File: config.mk
export PLATFORM = sky130hd
export DESIGN_NAME = object_motion_ctrl
export DESIGN_NICKNAME = d
export VERILOG_FILES = /design/src/rtl/vga_game_pkg.sv /design/src/rtl/switch_debounce.sv /design/src/rtl/object_motion_ctrl.sv
export SDC_FILE = /design/constraint.sdc
export NUM_CORES = 1
export LEC_CHECK = 0
export ABC_CLOCK_PERIOD_IN_PS = 4870
export CORE_MARGIN = 2
export CORE_UTILIZATION = 45
export CTS_CLUSTER_SIZE = 14
export DETAILED_ROUTE_END_ITERATION = 12
export GPL_TIMING_DRIVEN = 0
export HOLD_SLACK_MARGIN = 0.05
export PLACE_DENSITY_LB_ADDON = 0.05
export SETUP_SLACK_MARGIN = 0.05
export SKIP_LAST_GASP = 1
export SLEW_MARGIN = 20
export SYNTH_ARGS = -nofsm -noshare
export SYNTH_HDL_FRONTEND = slang
export SYNTH_SLANG_ARGS = --single-unit
File: constraint.sdc
create_clock -name CLK -period 4.87 [get_ports CLK]
set_input_delay 0.974 -clock CLK [delete_from_list [all_inputs] [get_ports CLK]]
set_output_delay 0.974 -clock CLK [all_outputs]
set_load 0.005 [all_outputs]
File: src/rtl/vga_game_pkg.sv
// Shared definitions for the VGA game blocks.
//   Screen geometry, coordinate/speed widths and the motion FSM encoding.
//   No ports: imported with "import vga_game_pkg::*;".
package vga_game_pkg;

  localparam int COORD_W  = 10;
  localparam int SCREEN_W = 640;
  localparam int SCREEN_H = 480;
  localparam int BORDER   = 10;
  localparam int OBJ_SIZE = 30;
  localparam int SPEED_W  = 3;

  typedef enum logic [1:0] {
    IDLE   = 2'd0,
    RAMP   = 2'd1,
    CRUISE = 2'd2
  } motion_state_t;

endpackage

File: src/rtl/switch_debounce.sv
// Two-flop synchronizer followed by a stability debouncer for one
// active-low mechanical switch.
// Ports:
//   clk     in  1  system clock
//   rst     in  1  synchronous reset, active-high (switch forced released)
//   raw_n   in  1  raw switch, active-low, asynchronous
//   pressed out 1  debounced switch state, 1 = pressed
// A change of the synchronized input is accepted only after it has been
// stable for DB_CYCLES consecutive clocks; any return to the accepted level
// clears the count, so short glitches never reach the output.
module switch_debounce #(
  parameter int DB_CYCLES = 50000
) (
  input  logic clk,
  input  logic rst,
  input  logic raw_n,
  output logic pressed
);

  localparam int CNT_W = $clog2(DB_CYCLES);
  localparam logic [CNT_W-1:0] CNT_LAST = CNT_W'(DB_CYCLES - 1);

  logic             sync_p0;
  logic             sync_p1;
  logic             accepted_n;
  logic [CNT_W-1:0] cnt;

  always_ff @(posedge clk) begin
    if (rst) begin
      sync_p0    <= 1'b1;
      sync_p1    <= 1'b1;
      accepted_n <= 1'b1;
      cnt        <= '0;
    end else begin
      // stage p0/p1: metastability filter
      sync_p0 <= raw_n;
      sync_p1 <= sync_p0;
      // debounce stage: count consecutive cycles of disagreement
      if (sync_p1 == accepted_n) begin
        cnt <= '0;
      end else if (cnt == CNT_LAST) begin
        accepted_n <= sync_p1;
        cnt        <= '0;
      end else begin
        cnt <= cnt + 1'b1;
      end
    end
  end

  assign pressed = ~accepted_n;

endmodule

File: src/rtl/object_motion_ctrl.sv
// Motion controller for the game object.
//   Debounces the four direction switches, detects the falling edge of
//   vsync and, on that single-cycle tick, advances a ramp/cruise speed FSM
//   and moves the object, clamped inside the screen border.
// Ports:
//   CLK          in  1   system clock (shared with vga timing)
//   RST          in  1   synchronous reset, active-high
//   VS           in  1   vsync, active-low, treated as asynchronous
//   up_switch    in  1   active-low raw switch
//   dn_switch    in  1   active-low raw switch
//   left_switch  in  1   active-low raw switch
//   right_switch in  1   active-low raw switch
//   o_x          out 10  object x (top-left corner), registered
//   o_y          out 10  object y (top-left corner), registered
//   moving       out 1   high whenever the FSM is not IDLE
//   speed        out 3   pixels per frame, 0 in IDLE
module object_motion_ctrl
  import vga_game_pkg::*;
#(
  parameter int X_INIT       = 320,
  parameter int Y_INIT       = 240,
  parameter int X_MIN        = BORDER,
  parameter int X_MAX        = SCREEN_W - BORDER - OBJ_SIZE,
  parameter int Y_MIN        = BORDER,
  parameter int Y_MAX        = SCREEN_H - BORDER - OBJ_SIZE,
  parameter int DB_CYCLES    = 50000,
  parameter int ACCEL_FRAMES = 8,
  parameter int MAX_SPEED    = 4
) (
  input  logic               CLK,
  input  logic               RST,
  input  logic               VS,
  input  logic               up_switch,
  input  logic               dn_switch,
  input  logic               left_switch,
  input  logic               right_switch,
  output logic [COORD_W-1:0] o_x,
  output logic [COORD_W-1:0] o_y,
  output logic               moving,
  output logic [SPEED_W-1:0] speed
);

  localparam int FC_W = $clog2(ACCEL_FRAMES + 1);
  localparam logic [FC_W-1:0]    FC_LAST = FC_W'(ACCEL_FRAMES - 1);
  localparam logic [SPEED_W-1:0] SPD_MAX = SPEED_W'(MAX_SPEED);
  localparam logic [SPEED_W-1:0] SPD_ONE = SPEED_W'(1);
  localparam logic signed [COORD_W:0] XLO = (COORD_W + 1)'(X_MIN);
  localparam logic signed [COORD_W:0] XHI = (COORD_W + 1)'(X_MAX);
  localparam logic signed [COORD_W:0] YLO = (COORD_W + 1)'(Y_MIN);
  localparam logic signed [COORD_W:0] YHI = (COORD_W + 1)'(Y_MAX);
  // With a one-pixel ceiling there is nothing to ramp through.
  localparam motion_state_t ENTRY_STATE = (MAX_SPEED == 1) ? CRUISE : RAMP;

  // Move one axis by +/-spd in 11-bit signed and saturate to [lo,hi].
  function automatic logic [COORD_W-1:0] step_clamp(
    input logic [COORD_W-1:0]        pos,
    input logic signed [1:0]         dir,
    input logic [SPEED_W-1:0]        spd,
    input logic signed [COORD_W:0]   lo,
    input logic signed [COORD_W:0]   hi
  );
    logic signed [COORD_W:0] base;
    logic signed [COORD_W:0] delta;
    logic signed [COORD_W:0] sum;
    base  = $signed({1'b0, pos});
    delta = $signed({{(COORD_W + 1 - SPEED_W){1'b0}}, spd});
    if (dir == 2'sd1)       sum = base + delta;
    else if (dir == -2'sd1) sum = base - delta;
    else                    sum = base;
    if (sum < lo)      step_clamp = lo[COORD_W-1:0];
    else if (sum > hi) step_clamp = hi[COORD_W-1:0];
    else               step_clamp = sum[COORD_W-1:0];
  endfunction

  logic up_pr, dn_pr, left_pr, right_pr;

  switch_debounce #(.DB_CYCLES(DB_CYCLES)) u_db_up (
    .clk(CLK), .rst(RST), .raw_n(up_switch), .pressed(up_pr));
  switch_debounce #(.DB_CYCLES(DB_CYCLES)) u_db_dn (
    .clk(CLK), .rst(RST), .raw_n(dn_switch), .pressed(dn_pr));
  switch_debounce #(.DB_CYCLES(DB_CYCLES)) u_db_left (
    .clk(CLK), .rst(RST), .raw_n(left_switch), .pressed(left_pr));
  switch_debounce #(.DB_CYCLES(DB_CYCLES)) u_db_right (
    .clk(CLK), .rst(RST), .raw_n(right_switch), .pressed(right_pr));

  logic vs_p0, vs_p1, vs_p2;
  logic tick;

  always_ff @(posedge CLK) begin
    if (RST) begin
      vs_p0 <= 1'b1;
      vs_p1 <= 1'b1;
      vs_p2 <= 1'b1;
    end else begin
      // stage p0/p1: synchronizer, p2: previous value for edge detect
      vs_p0 <= VS;
      vs_p1 <= vs_p0;
      vs_p2 <= vs_p1;
    end
  end

  assign tick = vs_p2 & ~vs_p1;

  logic signed [1:0]  dx, dy;
  logic signed [1:0]  last_dx, last_dy;
  logic               any_dir;
  logic               restart;
  logic               ramp_up;
  logic [SPEED_W-1:0] move_speed;
  logic [FC_W-1:0]    frame_cnt;
  motion_state_t      state;

  always_comb begin
    dx = 2'sd0;
    if (right_pr && !left_pr)      dx = 2'sd1;
    else if (left_pr && !right_pr) dx = -2'sd1;
    dy = 2'sd0;
    if (dn_pr && !up_pr)           dy = 2'sd1;
    else if (up_pr && !dn_pr)      dy = -2'sd1;
  end

  // Speed used for this tick's move. A completed acceleration period moves
  // with the raised speed straight away; a new or changed vector restarts
  // at one pixel per frame.
  always_comb begin
    any_dir = (dx != 2'sd0) || (dy != 2'sd0);
    restart = any_dir && ((state == IDLE) || (dx != last_dx) || (dy != last_dy));
    ramp_up = (state == RAMP) && (frame_cnt == FC_LAST);
    if (!any_dir)              move_speed = '0;
    else if (restart)          move_speed = SPD_ONE;
    else if (state == CRUISE)  move_speed = SPD_MAX;
    else if (ramp_up)          move_speed = speed + 1'b1;
    else                       move_speed = speed;
  end

  always_ff @(posedge CLK) begin
    if (RST) begin
      state     <= IDLE;
      frame_cnt <= '0;
      speed     <= '0;
      moving    <= 1'b0;
      last_dx   <= 2'sd0;
      last_dy   <= 2'sd0;
      o_x       <= COORD_W'(X_INIT);
      o_y       <= COORD_W'(Y_INIT);
    end else if (tick) begin
      // frame update: state, speed and position change only here
      speed   <= move_speed;
      o_x     <= step_clamp(o_x, dx, move_speed, XLO, XHI);
      o_y     <= step_clamp(o_y, dy, move_speed, YLO, YHI);
      last_dx <= dx;
      last_dy <= dy;
      if (!any_dir) begin
        state     <= IDLE;
        moving    <= 1'b0;
        frame_cnt <= '0;
      end else if (restart) begin
        state     <= ENTRY_STATE;
        moving    <= 1'b1;
        frame_cnt <= '0;
      end else begin
        case (state)
          RAMP: begin
            if (ramp_up) begin
              frame_cnt <= '0;
              if (move_speed >= SPD_MAX) state <= CRUISE;
            end else begin
              frame_cnt <= frame_cnt + 1'b1;
            end
          end
          default: state <= state;
        endcase
      end
    end
  end

endmodule

==> flow_metrics.env, run 1 <==
export IMPL_routabilityCongestion=0.838
export IMPL_avgSynthCellArea_um2=8.35
export IMPL_cts_root_buf="clkbuf_16"
export IMPL_floorplan_initialDensity_pct=46.1
export IMPL_clock_sinks=113
export IMPL_drt_wl_total_um=13800
export IMPL_grt_pass1_vias=4868
export IMPL_arrival_ns=4.83
export IMPL_synthArstFlopShare_pct=0
export IMPL_rows=42
export IMPL_synth_flop_cell="dfxtp_1"
export IMPL_final_nets=817
export IMPL_cts_max_path_buffers=2
export IMPL_path_max_fanout=5
export IMPL_place_hpwl_um=10000
export IMPL_cts_clk_slew_worst_paths_ns=0.05
export IMPL_grt_pass1_wl_um=23400
export IMPL_vdd_ir_drop_max_mv=0.251
export IMPL_dieArea_mm2=0.0145
export IMPL_critical_path_buf_inv_count=1
export IMPL_setup_viol=0
export IMPL_yosysSeqAreaShare_pct=37.1
export IMPL_layout_setup_ws_ns=0.333
export IMPL_areaGrowthSynthToFinish_pct=17.6
export IMPL_drt_first_iter_violations=274
export IMPL_slowest_stage="a2111oi_1"
export IMPL_hold_path_class="flop to flop"
export IMPL_cts_buffers=17
export IMPL_p_total_w=0.00208
export IMPL_diodes=0
export IMPL_synth_distinct_cells=74
export IMPL_slew_headroom_pct=59.8
export IMPL_maxSlewViolCount=0
export IMPL_cts_tree="built"
export IMPL_yosysTopAreaCell="dfxtp_1"
export IMPL_core_mm2=0.0132
export IMPL_first_pass_iters=5
export IMPL_grt_total_usage_pct=19.8
export IMPL_outcome="finished clean"
export IMPL_p_leak_nw=2.55
export IMPL_netlist_top_cells_count="dfxtp_1, nor2_1, nand2_1, xnor2_1, xor2_1"
export IMPL_crit_path_cell_trace="inv_1 > ha_1 > xnor2_1 > nor4_4 > a21boi_1 > ha_1 > fa_1 > nand2b_1 > a311oi_1 > a21oi_1 > or2_2 > a2111oi_1 > a21o_1 > nor3_2 > a22o_1"
export IMPL_wl_per_cell_um=14.3
export IMPL_critPathKind="flop to flop"
export IMPL_layout_cells_non_filler=966
export IMPL_cp_required_ns=5.16
export IMPL_num_vias=5178
export IMPL_yosys_warnings=0
export IMPL_cpMostUsedCell="ha_1"
export IMPL_fmax_mhz=220
export IMPL_io_pins=31
export IMPL_grt_max_degree=17
export IMPL_crit_family="compound AO/OA/AOI/OAI gates"
export IMPL_antenna_found_initial=0
export IMPL_synth_top_area_share_pct=37.1
export IMPL_hold_violations=0
export IMPL_drc_errors=0
export IMPL_postCtsSetupBuffers=0
export IMPL_die_w_um=120
export IMPL_holdWs_ns=0.397
export IMPL_finalCriticalPeriod_ns=4.54
export IMPL_rsz0062_at_grt="no"
export IMPL_fin_crit_sh_pct=93.2
export IMPL_drv_cap=0
export IMPL_synth_most_common_cell="dfxtp_1"
export IMPL_vias_per_cell=5.36
export IMPL_max_stage_delay_ns=0.59
export IMPL_htree_levels=4
export IMPL_synth_edf_count=0
export IMPL_antenna_left=0
export IMPL_layout_drive_gt1_share_pct=7.85
export IMPL_end_kind="flop"
export IMPL_port_buffers=30
export IMPL_syn_area_mm2=0.00610
export IMPL_synth_cells=731
export IMPL_post_place_ws_ns=-0.327
export IMPL_powerDensity_mw_per_mm2=290
export IMPL_worst_pin_slew_ns=0.594
export IMPL_skew_ns=0.00851
export IMPL_chipHeight_um=120
export IMPL_gr_total_overflow=0
export IMPL_worst_setup_path_start_kind="flop"
export IMPL_ys_ff_latch=113
export IMPL_syn_num_nets=768
export IMPL_clkLatencyLatePin_ns=0.40
export IMPL_place_inst=937
export IMPL_synthTopCellsByArea="dfxtp_1, nor2_1, xnor2_1"
[kinds of logic (layout without fill, tap and decap cells)]
group | count (synthesis) | after routing | synth area share [%]
AOI/OAI and AO/OA | 102 | 102 | 11.5
xor gates and xnor gates | 81 | 81 | 11.6
adders and majority gates | 30 | 30 | 6.64
buffers and inverters | 54 | 113 | 3.65
DFF | 113 | 113 | 37.1
muxes | 5 | 5 | 0.861
and+or+nand+nor | 346 | 346 | 28.7
[flip-flops by register name, summed over array words and instances, names as in the netlist, 2 cells and up]
| name | flops |
|---|---|
| u_db_dn.cnt | 16 |
| frame_cnt | 4 |
| o_x | 10 |
| u_db_right.cnt | 16 |
| u_db_left.cnt | 16 |
| last_dx | 2 |
| last_dy | 2 |
| state | 2 |
| o_y | 10 |
| speed | 3 |
| u_db_up.cnt | 16 |
[worst reg2reg max path, cell delays in order (launching register included)]
cell	delay, ns
dfxtp_1	0.41
inv_1	0.13
ha_1	0.37
xnor2_1	0.18
nor4_4	0.32
a21boi_1	0.25
ha_1	0.29
fa_1	0.40
nand2b_1	0.22
a311oi_1	0.31
a21oi_1	0.11
or2_2	0.34
a2111oi_1	0.59
a21o_1	0.25
nor3_2	0.06
a22o_1	0.21
[worst paths after layout]
path | from | end | slack (ns) | cells past startpoint
worst min-delay path | vs_p0$_SDFF_PP1_ | vs_p1$_SDFF_PP1_ | 0.40 | 1
worst min register to register | vs_p0$_SDFF_PP1_ | vs_p1$_SDFF_PP1_ | 0.40 | 1
worst max-delay path | u_db_left.accepted_n$_SDFFE_PP1P_ | o_y[2]$_SDFFE_PP0P_ | 0.33 | 15
worst max register to register | u_db_left.accepted_n$_SDFFE_PP1P_ | o_y[2]$_SDFFE_PP0P_ | 0.33 | 15
[area by class of cell]
cell class	count	area, um2
multi-input combinational	564	3660
inverter	25	93.8
buffer	29	129
sequential	113	2260
tap	176	220
clock buffer	22	474
clock inverter	7	37.5
timing repair buffer	30	300
fill	1286	6060
[power breakdown]
| group | internal (W) | switching, W | total, W |
|---|---|---|---|
| Combinational | 0.0000309 | 0.0000410 | 0.0000719 |
| Clock | 0.000673 | 0.000394 | 0.00107 |
| Sequential | 0.000936 | 0.00000901 | 0.000945 |
| Total | 0.00164 | 0.000444 | 0.00208 |
[metal layers]
metal | share of wire, % | GRT usage, % | up-vias
met5 | 0 | 0 | -
met4 | 1.1 | 6.47 | 0
met3 | 3.7 | 4.81 | 12
met2 | 47 | 31.5 | 90
met1 | 48 | 26.5 | 2440
li1 | - | - | 2636
[stage by stage]
step	util, %	setup TNS (ns)	cell area, um2
after floorplan	-	0	6100
after global placement	50.0	-1.27	6630
after detailed placement	50.0	-2.73	6630
after CTS	54.0	0	7150
after global routing	54.2	0	7180
final	54.2	0	7180
[layout by cell type, fill, tap and decap left out, drive strengths merged, types with 4 or more instances in the layout]
cell	synthesis	layout
dfxtp	113	113
nor2	108	108
nand2	68	68
clkbuf	22	44
xnor2	42	42
xor2	39	39
nand3	33	33
clkdlybuf4s50	0	30
ha	26	26
a21oi	26	26
inv	25	25
nand4	23	23
o21ai	20	20
nor3	18	18
or2	14	14
nand2b	13	13
nor2b	11	11
and3	11	11
or3	8	8
and2	7	7
o211ai	7	7
buf	7	7
a211oi	6	6
clkinv	0	6
or4	6	6
nor4	6	6
and4	4	4
fa	4	4
nor3b	4	4
[repair_timing]
item	CTS	global route
gates resized for setup	5	6
setup endpoints to repair	16	16
hold buffers	0	0
pin swaps	0	1
No activity file was read; power rests on OpenSTA's default activity.
==> run 2, diff against run 1 <==
- SKIP_CTS_REPAIR_TIMING: unset -> 1
==> run 2 against run 1 <==
Compared with the run above:
- design area unchanged
- count of clock-buffer cells in the layout is the same
- sequential power is essentially flat
- via count is 0.25% lower
- critical path depth unchanged
- die area is the same
- critical path type unchanged
- largest cell class unchanged
- largest power group unchanged
- highest routed layer unchanged
==> flow_metrics.env, run 2 (synthesized netlist as in run 1, its figures left out) <==
export IMPL_outcome="finished clean"
export IMPL_critPathKind="flop to flop"
export IMPL_final_fill_count=1286
export IMPL_gr_total_overflow=0
export IMPL_clock_sinks=113
export IMPL_worst_pin_slew_ns=0.593
export IMPL_drc_errors=0
export IMPL_final_nets=817
export IMPL_ff_latch_area_mm2=0.00226
export IMPL_floorplan_initialDensity_pct=46.1
export IMPL_multiInputGateArea_mm2=0.00366
export IMPL_p_switching_w=0.000444
export IMPL_layout_setup_ws_ns=0.346
export IMPL_setup_viol=0
export IMPL_layout_cells_non_filler=966
export IMPL_arrival_ns=4.82
export IMPL_dieArea_mm2=0.0145
export IMPL_slowest_stage="a2111oi_1"
export IMPL_crit_path_cell_trace="inv_1 > ha_1 > xnor2_1 > nor4_4 > a21boi_1 > ha_1 > fa_1 > nand2b_1 > a311oi_1 > a21oi_1 > or2_2 > a2111oi_1 > a21o_1 > nor3_2 > a22o_1"
export IMPL_cp_required_ns=5.17
export IMPL_port_buffers=30
export IMPL_layout_common_cells="dfxtp_1, nor2_1, nand2_1"
export IMPL_grt_pass1_vias=4849
export IMPL_cts_root_buf="clkbuf_16"
export IMPL_powerDensity_mw_per_mm2=290
export IMPL_maxSlewViolCount=0
export IMPL_rows=42
export IMPL_final_common_cell="dfxtp_1"
export IMPL_p_sw_share_pct=21.3
export IMPL_routabilityCongestion=0.838
export IMPL_diodes=0
export IMPL_place_inst=937
export IMPL_rsz0062_at_grt="no"
export IMPL_htree_levels=4
export IMPL_first_pass_iters=4
export IMPL_cts_max_path_buffers=2
export IMPL_grt_max_degree=17
export IMPL_hold_violations=0
export IMPL_slew_headroom_pct=59.8
export IMPL_fin_util_pct=54.2
export IMPL_areaGrowthSynthToFinish_pct=17.6
export IMPL_place_hpwl_um=10000
export IMPL_cts_clk_slew_worst_paths_ns=0.05
export IMPL_num_vias=5165
export IMPL_worst_setup_path_start_kind="flop"
export IMPL_antenna_left=0
export IMPL_power_internal_w=0.00164
export IMPL_clockPowerShare_pct=51.2
export IMPL_layout_drive_gt1_share_pct=7.85
export IMPL_grt_total_usage_pct=19.8
export IMPL_skew_ns=0.00822
export IMPL_max_stage_delay_ns=0.59
export IMPL_power_share_sequential_pct=45.3
export IMPL_end_kind="flop"
export IMPL_clkLatencyLatePin_ns=0.40
export IMPL_cts_tree="built"
export IMPL_vdd_ir_drop_max_mv=0.253
export IMPL_core_mm2=0.0132
export IMPL_chipHeight_um=120
export IMPL_p_leak_nw=2.55
export IMPL_io_pins=31
export IMPL_antenna_found_initial=0
export IMPL_post_place_ws_ns=-0.327
export IMPL_fmax_mhz=221
export IMPL_drt_wl_total_um=13800
export IMPL_cpMostUsedCell="ha_1"
export IMPL_wl_per_cell_um=14.2
export IMPL_finalCriticalPeriod_ns=4.52
export IMPL_drt_first_iter_violations=323
export IMPL_grt_pass1_wl_um=23300
export IMPL_drv_cap=0
export IMPL_fin_crit_sh_pct=92.9
export IMPL_path_max_fanout=5
export IMPL_combPwrFrac_pct=3.4
export IMPL_cts_buffers=17
export IMPL_p_total_w=0.00208
export IMPL_die_w_um=120
export IMPL_hold_path_class="flop to flop"
export IMPL_vias_per_cell=5.35
run 2: stage by stage:
stage | instance area [um2] | hold slack [ns] | setup TNS [ns]
2_1_floorplan | 6100 | 0.389 | 0
3_3_place_gp | 6630 | 0.392 | -1.27
3_5_place_dp | 6630 | 0.394 | -2.73
4_1_cts | 7140 | 0.402 | -2.97
5_1_grt | 7180 | 0.415 | 0
6_report | 7180 | 0.398 | 0
run 2: layer usage:
layer  global-route usage, %  up-vias  share of wire, %
li1                        -     2636                 -
met1                    26.6     2429                48
met4                    6.25        0               1.3
met2                    31.6       84                47
met3                    4.72       16               3.4
met5                       0        -                 0
run 2: critical path: cells and delay by family, from the launching register on:
family | cells | cell delay (ns)
AOI/OAI and AO/OA | 6 | 1.71
xor gates and xnor gates | 1 | 0.17
adders and majority gates | 3 | 1.06
buffers and inverters | 1 | 0.13
DFF | 1 | 0.41
and+or+nand+nor | 4 | 0.93
run 2: final cells by class:
type                            instances  area share (%)
Multi-Input combinational cell        564            51.0
Clock buffer                           22            6.60
Clock inverter                          7           0.523
Buffer                                 29            1.79
Sequential cell                       113            31.5
Tap cell                              176            3.07
Inverter                               25            1.31
Timing Repair Buffer                   30            4.18
run 2: final timing paths:
path | end | cells past startpoint | slack, ns | start
setup / recovery | o_y[2]$_SDFFE_PP0P_ | 15 | 0.35 | u_db_left.accepted_n$_SDFFE_PP1P_
hold / removal | vs_p1$_SDFF_PP1_ | 1 | 0.40 | vs_p0$_SDFF_PP1_
hold reg to reg | vs_p1$_SDFF_PP1_ | 1 | 0.40 | vs_p0$_SDFF_PP1_
setup reg to reg | o_y[2]$_SDFFE_PP0P_ | 15 | 0.35 | u_db_left.accepted_n$_SDFFE_PP1P_
run 2: power by group through the flow:
stage / Sequential [W] / Clock (W) / Combinational, W
final: 0.000945 / 0.00107 / 0.0000719
after global routing: 0.000945 / 0.00114 / 0.0000802
after CTS: 0.000944 / 0.00110 / 0.0000716
after detailed placement: 0.000963 / 0 / 0.0000713
after global placement: 0.000963 / 0 / 0.0000703
after floorplan: 0.000961 / 0 / 0.0000438
==> run 3, diff against run 2 <==
- GPL_ROUTABILITY_DRIVEN: unset -> 0
==> results of run 3 <==
The final DEF is identical to that of run 2; final timing and power are the same.
